### config.mk
export PLATFORM = sky130hd
export DESIGN_NAME = fixed_subframe_sequencer
export DESIGN_NICKNAME = d
export VERILOG_FILES = /design/src/rtl/fixed_subframe_sequencer_pkg.sv /design/src/rtl/fixed_subframe_sequencer_partition_count.sv /design/src/rtl/fixed_subframe_sequencer.sv
export SDC_FILE = /design/constraint.sdc
export NUM_CORES = 1
export LEC_CHECK = 0
export BUFFER_PORTS_ARGS = -buffer_cell sky130_fd_sc_hd__buf_4
export CAP_MARGIN = 10
export CORE_MARGIN = 5
export CORE_UTILIZATION = 34
export DETAILED_ROUTE_END_ITERATION = 16
export GPL_TIMING_DRIVEN = 0
export SYNTH_ARGS = -nofsm -noshare
export SYNTH_HDL_FRONTEND = slang
export SYNTH_SLANG_ARGS = --single-unit
### constraint.sdc
create_clock -name iClock -period 5.5 [get_ports iClock]
set_input_delay 0.275 -clock iClock [delete_from_list [all_inputs] [get_ports iClock]]
set_output_delay 0.275 -clock iClock [all_outputs]
set_load 0.02 [all_outputs]
### src/rtl/fixed_subframe_sequencer_pkg.sv
// Shared types and constants for the FLAC fixed-subframe sequencer.
package fixed_subframe_sequencer_pkg;

    typedef enum logic [2:0] {
        S_IDLE,
        S_WARMUP,
        S_METHOD,
        S_PORDER,
        S_PARAM,
        S_RESIDUAL,
        S_DONE,
        S_ERROR
    } state_e;

    localparam logic [1:0] RES_RICE4 = 2'b00;
    localparam logic [1:0] RES_RICE5 = 2'b01;

    localparam logic [3:0] ESC4 = 4'hF;
    localparam logic [4:0] ESC5 = 5'h1F;

    localparam int MAX_ORDER = 4;

endpackage

### src/rtl/fixed_subframe_sequencer_partition_count.sv
// Residual count of one Rice partition; partition 0 loses the warm-up samples.
module partition_count #(
    parameter int BS_W = 16
) (
    input  logic [BS_W-1:0] blocksize_i,
    input  logic [3:0]      porder_i,
    input  logic [2:0]      order_i,
    input  logic            first_i,
    output logic [BS_W-1:0] count_o,
    output logic            underflow_o
);

    logic [BS_W-1:0] base;
    logic [BS_W:0]   diff;

    always_comb begin
        base        = blocksize_i >> porder_i;
        diff        = {1'b0, base} - (first_i ? (BS_W+1)'(order_i) : '0);
        count_o     = diff[BS_W-1:0];
        underflow_o = diff[BS_W];
    end

endmodule

### src/rtl/fixed_subframe_sequencer.sv
// Bit-serial control FSM for a FLAC SUBFRAME_FIXED: warm-up, residual header,
// per-partition Rice parameters and residual hand-off to the Rice decoder.
module fixed_subframe_sequencer
    import fixed_subframe_sequencer_pkg::*;
#(
    parameter int BPS  = 16,
    parameter int BS_W = 16
) (
    input  logic            iClock,
    input  logic            iReset,
    input  logic            iStart,
    input  logic [2:0]      iOrder,
    input  logic [BS_W-1:0] iBlockSize,
    input  logic            iData,
    input  logic            iRiceDone,
    output logic            oBusy,
    output logic [BPS-1:0]  oWarmupSample,
    output logic            oWarmupValid,
    output logic [4:0]      oRiceParam,
    output logic            oRiceEnable,
    output logic            oPredEnable,
    output logic            oDone,
    output logic            oError
);

    localparam int BC_MAX = (BPS > 5) ? BPS : 5;
    localparam int BCW    = $clog2(BC_MAX);

    state_e          state_q, state_d;
    logic [BS_W-1:0] bs_q, bs_d;
    logic [2:0]      order_q, order_d;
    logic [2:0]      wleft_q, wleft_d;
    logic [BCW-1:0]  bitcnt_q, bitcnt_d;
    logic [BPS-2:0]  shift_q, shift_d;
    logic [BPS-1:0]  wsample_q, wsample_d;
    logic            wvalid_q, wvalid_d;
    logic            rice5_q, rice5_d;
    logic [3:0]      porder_q, porder_d;
    logic [15:0]     part_q, part_d;
    logic [BS_W-1:0] rem_q, rem_d;
    logic [4:0]      param_q, param_d;

    // One shifter serves every field; the newest bit is always sh_in[0].
    logic [BPS-1:0]  sh_in;
    logic [3:0]      pc_porder;
    logic            pc_first;
    logic [BS_W-1:0] pc_count;
    logic            pc_underflow;
    logic            last_part;
    logic            par_last;
    logic            par_esc;
    logic [4:0]      par_val;

    assign sh_in     = {shift_q, iData};
    assign pc_first  = (state_q == S_PORDER);
    assign pc_porder = pc_first ? sh_in[3:0] : porder_q;
    assign last_part = (part_q == ((16'(1) << porder_q) - 16'd1));
    assign par_last  = (bitcnt_q == (rice5_q ? BCW'(4) : BCW'(3)));
    assign par_val   = rice5_q ? sh_in[4:0] : {1'b0, sh_in[3:0]};
    assign par_esc   = rice5_q ? (sh_in[4:0] == ESC5) : (sh_in[3:0] == ESC4);

    partition_count #(.BS_W(BS_W)) u_pcount (
        .blocksize_i (bs_q),
        .porder_i    (pc_porder),
        .order_i     (order_q),
        .first_i     (pc_first),
        .count_o     (pc_count),
        .underflow_o (pc_underflow)
    );

    always_ff @(posedge iClock) begin
        if (!iReset) begin
            state_q   <= S_IDLE;
            bs_q      <= '0;
            order_q   <= '0;
            wleft_q   <= '0;
            bitcnt_q  <= '0;
            shift_q   <= '0;
            wsample_q <= '0;
            wvalid_q  <= 1'b0;
            rice5_q   <= 1'b0;
            porder_q  <= '0;
            part_q    <= '0;
            rem_q     <= '0;
            param_q   <= '0;
        end else begin
            state_q   <= state_d;
            bs_q      <= bs_d;
            order_q   <= order_d;
            wleft_q   <= wleft_d;
            bitcnt_q  <= bitcnt_d;
            shift_q   <= shift_d;
            wsample_q <= wsample_d;
            wvalid_q  <= wvalid_d;
            rice5_q   <= rice5_d;
            porder_q  <= porder_d;
            part_q    <= part_d;
            rem_q     <= rem_d;
            param_q   <= param_d;
        end
    end

    always_comb begin
        state_d   = state_q;
        bs_d      = bs_q;
        order_d   = order_q;
        wleft_d   = wleft_q;
        bitcnt_d  = bitcnt_q;
        shift_d   = shift_q;
        wsample_d = wsample_q;
        wvalid_d  = 1'b0;
        rice5_d   = rice5_q;
        porder_d  = porder_q;
        part_d    = part_q;
        rem_d     = rem_q;
        param_d   = param_q;

        case (state_q)
            S_IDLE, S_DONE, S_ERROR: begin
                if (iStart) begin
                    bs_d     = iBlockSize;
                    order_d  = iOrder;
                    wleft_d  = iOrder;
                    bitcnt_d = '0;
                    // Orders above the fixed-predictor maximum are not decodable.
                    if (iOrder > 3'(MAX_ORDER))
                        state_d = S_ERROR;
                    else if (iOrder == 3'd0)
                        state_d = S_METHOD;
                    else
                        state_d = S_WARMUP;
                end else if (state_q == S_DONE) begin
                    state_d = S_IDLE;
                end
            end

            S_WARMUP: begin
                shift_d  = sh_in[BPS-2:0];
                bitcnt_d = bitcnt_q + BCW'(1);
                if (bitcnt_q == BCW'(BPS-1)) begin
                    bitcnt_d  = '0;
                    wsample_d = sh_in;
                    wvalid_d  = 1'b1;
                    wleft_d   = wleft_q - 3'd1;
                    if (wleft_q == 3'd1)
                        state_d = S_METHOD;
                end
            end

            S_METHOD: begin
                shift_d  = sh_in[BPS-2:0];
                bitcnt_d = bitcnt_q + BCW'(1);
                if (bitcnt_q == BCW'(1)) begin
                    bitcnt_d = '0;
                    case (sh_in[1:0])
                        RES_RICE4: begin rice5_d = 1'b0; state_d = S_PORDER; end
                        RES_RICE5: begin rice5_d = 1'b1; state_d = S_PORDER; end
                        default:   state_d = S_ERROR;
                    endcase
                end
            end

            S_PORDER: begin
                shift_d  = sh_in[BPS-2:0];
                bitcnt_d = bitcnt_q + BCW'(1);
                if (bitcnt_q == BCW'(3)) begin
                    bitcnt_d = '0;
                    porder_d = sh_in[3:0];
                    part_d   = '0;
                    rem_d    = pc_count;
                    state_d  = pc_underflow ? S_ERROR : S_PARAM;
                end
            end

            S_PARAM: begin
                shift_d  = sh_in[BPS-2:0];
                bitcnt_d = bitcnt_q + BCW'(1);
                if (par_last) begin
                    bitcnt_d = '0;
                    if (par_esc) begin
                        state_d = S_ERROR;
                    end else begin
                        param_d = par_val;
                        if (rem_q != '0) begin
                            state_d = S_RESIDUAL;
                        end else if (last_part) begin
                            state_d = S_DONE;
                        end else begin
                            // Empty partition: its parameter is read but no residuals follow.
                            part_d = part_q + 16'd1;
                            rem_d  = pc_count;
                        end
                    end
                end
            end

            S_RESIDUAL: begin
                if (iRiceDone) begin
                    rem_d = rem_q - BS_W'(1);
                    if (rem_q == BS_W'(1)) begin
                        if (last_part) begin
                            state_d = S_DONE;
                        end else begin
                            part_d  = part_q + 16'd1;
                            rem_d   = pc_count;
                            state_d = S_PARAM;
                        end
                    end
                end
            end

            default: state_d = S_IDLE;
        endcase
    end

    assign oBusy         = !(state_q == S_IDLE || state_q == S_DONE || state_q == S_ERROR);
    assign oWarmupSample = wsample_q;
    assign oWarmupValid  = wvalid_q;
    assign oRiceParam    = param_q;
    assign oRiceEnable   = (state_q == S_RESIDUAL);
    assign oPredEnable   = wvalid_q | (oRiceEnable & iRiceDone);
    assign oDone         = (state_q == S_DONE);
    assign oError        = (state_q == S_ERROR);

endmodule

==> metrics.yaml <==
fin_crit_sh_pct: 86.4
peakVddDrop_v: 0.000188
worst_hold_slack_ps: 144
hold_viol_final: 0
diodes: 0
syn_inst: 899
p_per_area_mw_per_mm2: 384
ys_ff_latch: 103
synth_common_cells: "nand2_1 (163), dfxtp_1 (103), a21oi_1 (94)"
critPathMaxFanout: 10
layout-drive-gt1-share_pct: 13.4
crit_arrival_ps: 5010
dp_hpwl_microns: 15600
syn_nets: 937
clkLatencyLatePin_ps: 360
avgSynthCellArea_sq_um: 7.59
cts_made_buffers: 9
cts_root_buffer: "clkbuf_16"
vias_per_cell: 5.56
synthArstFlopShare_pct: 0
drtPass1Iterations: 6
slew_viol_final: 0
drt_iter0_drc: 574
htree_levels: 3
syn_area_sq_mm: 0.00682
holdBufCountCts: 0
max_freq_ghz: 0.210
synth_edf_count: 0
grt_pass1_vias: 6183
setup_viol: 0
syn2layout_area_growth_pct: 14.8
maxCapViolCount: 0
ios: 51
drc: 0
grt_pass1_wl_microns: 33300
synthTopCellsByArea: "dfxtp_1 (30%), nand2_1 (9.0%), a21oi_1 (6.9%)"
wl_per_cell_microns: 17.0
cts_tree: "done"
synth_top_cell_by_area: "dfxtp_1"
startpoint_type: "register"
relSlewSlack_pct: 44.4
cts_setup_buffers: 0
antenna_found_initial: 0
status: "finished, final reports clean"
cts_max_path_buffers: 2
start_util_pct: 34.8
dr_total_vias: 6831
synth_top_area_share_pct: 30.2
grt_max_degree: 22
netlist-cell-type-count: 82
coreArea_sq_mm: 0.0196
final_cell_count_no_fill: 1229
period_needed_ps: 4750
synth_most_common_cell: "nand2_1"
tightest_slew_ps: 832
ys_warn_count: 0
grt-ovfl-total: 0
crit_type: "reg -> reg"
die_h_microns: 152
die_w_microns: 152
postCtsResizedCells: 0
cts.clk_slew.worst_paths_ps: 80
finalWeightedCongestion: 0.929
dp_cells: 1213
rsz0062_at_grt: "false"
rows: 51
cts.sinks: 103
synth_flop_cell: "dfxtp_1"
nets: 997
cp-end-kind: "register"
ys_seq_area_share_pct: 30.2
die_area_sq_mm: 0.0230
crit_required_ps: 5760
p_leak_nw: 2.91
routed_wl_microns: 20800
ant_nets: 0
track_usage_pct: 18.2
port-buffer-count: 49
fin_setup_tns_ps: 0
min_path_type: "in -> reg"
fin_skew_ps: 10.5
-- routing by layer --
metal	vias up	routed length, microns	global-route usage [%]
met3	33	1190	2.83
met2	220	9190	27.5
met1	3223	9940	26.0
li1	3355	-	-
met4	0	520	6.83
met5	-	0	0
-- flip-flops by register name (all words and copies together) (netlist names) --
name / count
porder_q: 4
part_q: 16
rice5_q: 1
rem_q: 16
oRiceParam: 5
oWarmupSample: 16
state_q: 3
shift_q: 15
order_q: 3
bs_q: 16
wleft_q: 3
oWarmupValid: 1
bitcnt_q: 4
-- stage by stage --
stage          utilization [%]  instance area [sq um]  worst slack (ps)  power (W)
5_1_grt                   40.0                   7830               378    0.00320
3_3_place_gp              38.4                   7520               782    0.00230
2_1_floorplan                -                   6820              1380    0.00194
4_1_cts                   40.0                   7830               748    0.00299
3_5_place_dp              38.4                   7520               766    0.00231
6_report                  40.0                   7830               746    0.00301
-- cell type report --
cell class | count | area (sq um)
clock buffer | 9 | 225
buffer | 66 | 307
sequential | 103 | 2060
inverter | 25 | 93.8
timing repair buffer | 49 | 368
fill | 2068 | 11800
clock inverter | 7 | 86.3
multi-input combinational | 705 | 4360
tap | 265 | 332
-- worst max-delay path, cell delays in order (launching register included) --
cell      delay [ps]
dfxtp_1          300
buf_2            150
buf_2            290
buf_1            440
mux2i_1          170
mux2i_1          240
mux2i_1          100
mux2_2           320
a21oi_1          270
ha_1             280
nor2b_1          130
o21ai_0          210
o211ai_1         130
a221o_1          310
nor4_4           260
nand4_2          260
or4_1            560
a21oi_1          150
o21ai_1           80
-- cell families after synthesis --
group	after synthesis	share of synthesized area, %
simple gates	376	27.0
compound gates	233	21.6
flops	103	30.2
buf+inv	91	5.87
mux	58	9.54
xor+xnor	24	3.08
fa+ha+maj	14	2.68
-- layout by cell type (no fill, tap or decap), types with 4 or more instances in the layout --
cell         n
nand2_1    163
dfxtp_1    103
a21oi_1     94
nor2_1      67
buf_4       52
mux2i_1     41
o21ai_0     40
clkbuf_1    35
nand3_1     26
nor3_1      25
inv_1       24
buf_2       20
a31oi_1     15
and2_1      13
ha_1        13
mux2_2      12
xor2_1      12
xnor2_1     12
a211oi_1    11
nor4_1      10
and3_1       9
nand4_1      9
a22oi_1      9
clkbuf_16    9
nor2b_1      8
nand2b_1     8
or3_1        6
a221oi_1     6
buf_1        5
or4_1        5
o21bai_1     5
nor4b_2      5
o221a_2      5
mux4_2       4
-- worst paths after layout --
kind | slack, ps | startpoint | to | cells after the start
worst max-delay path | 750 | porder_q[1] | rem_q[13] | 18
worst min-delay path | 140 | iBlockSize[1] | bs_q[1] | 3
worst max register to register | 750 | porder_q[1] | rem_q[13] | 18
worst min register to register | 460 | oWarmupSample[11] | oWarmupSample[11] | 2
-- where the power goes --
part | total [W] | internal [W] | switching [W]
clock | 0.000678 | 0.000327 | 0.000350
combinational | 0.00142 | 0.000505 | 0.000918
sequential | 0.000905 | 0.000825 | 0.0000801
total | 0.00301 | 0.00166 | 0.00135
Note: power is estimated with default switching activity, not from simulation.
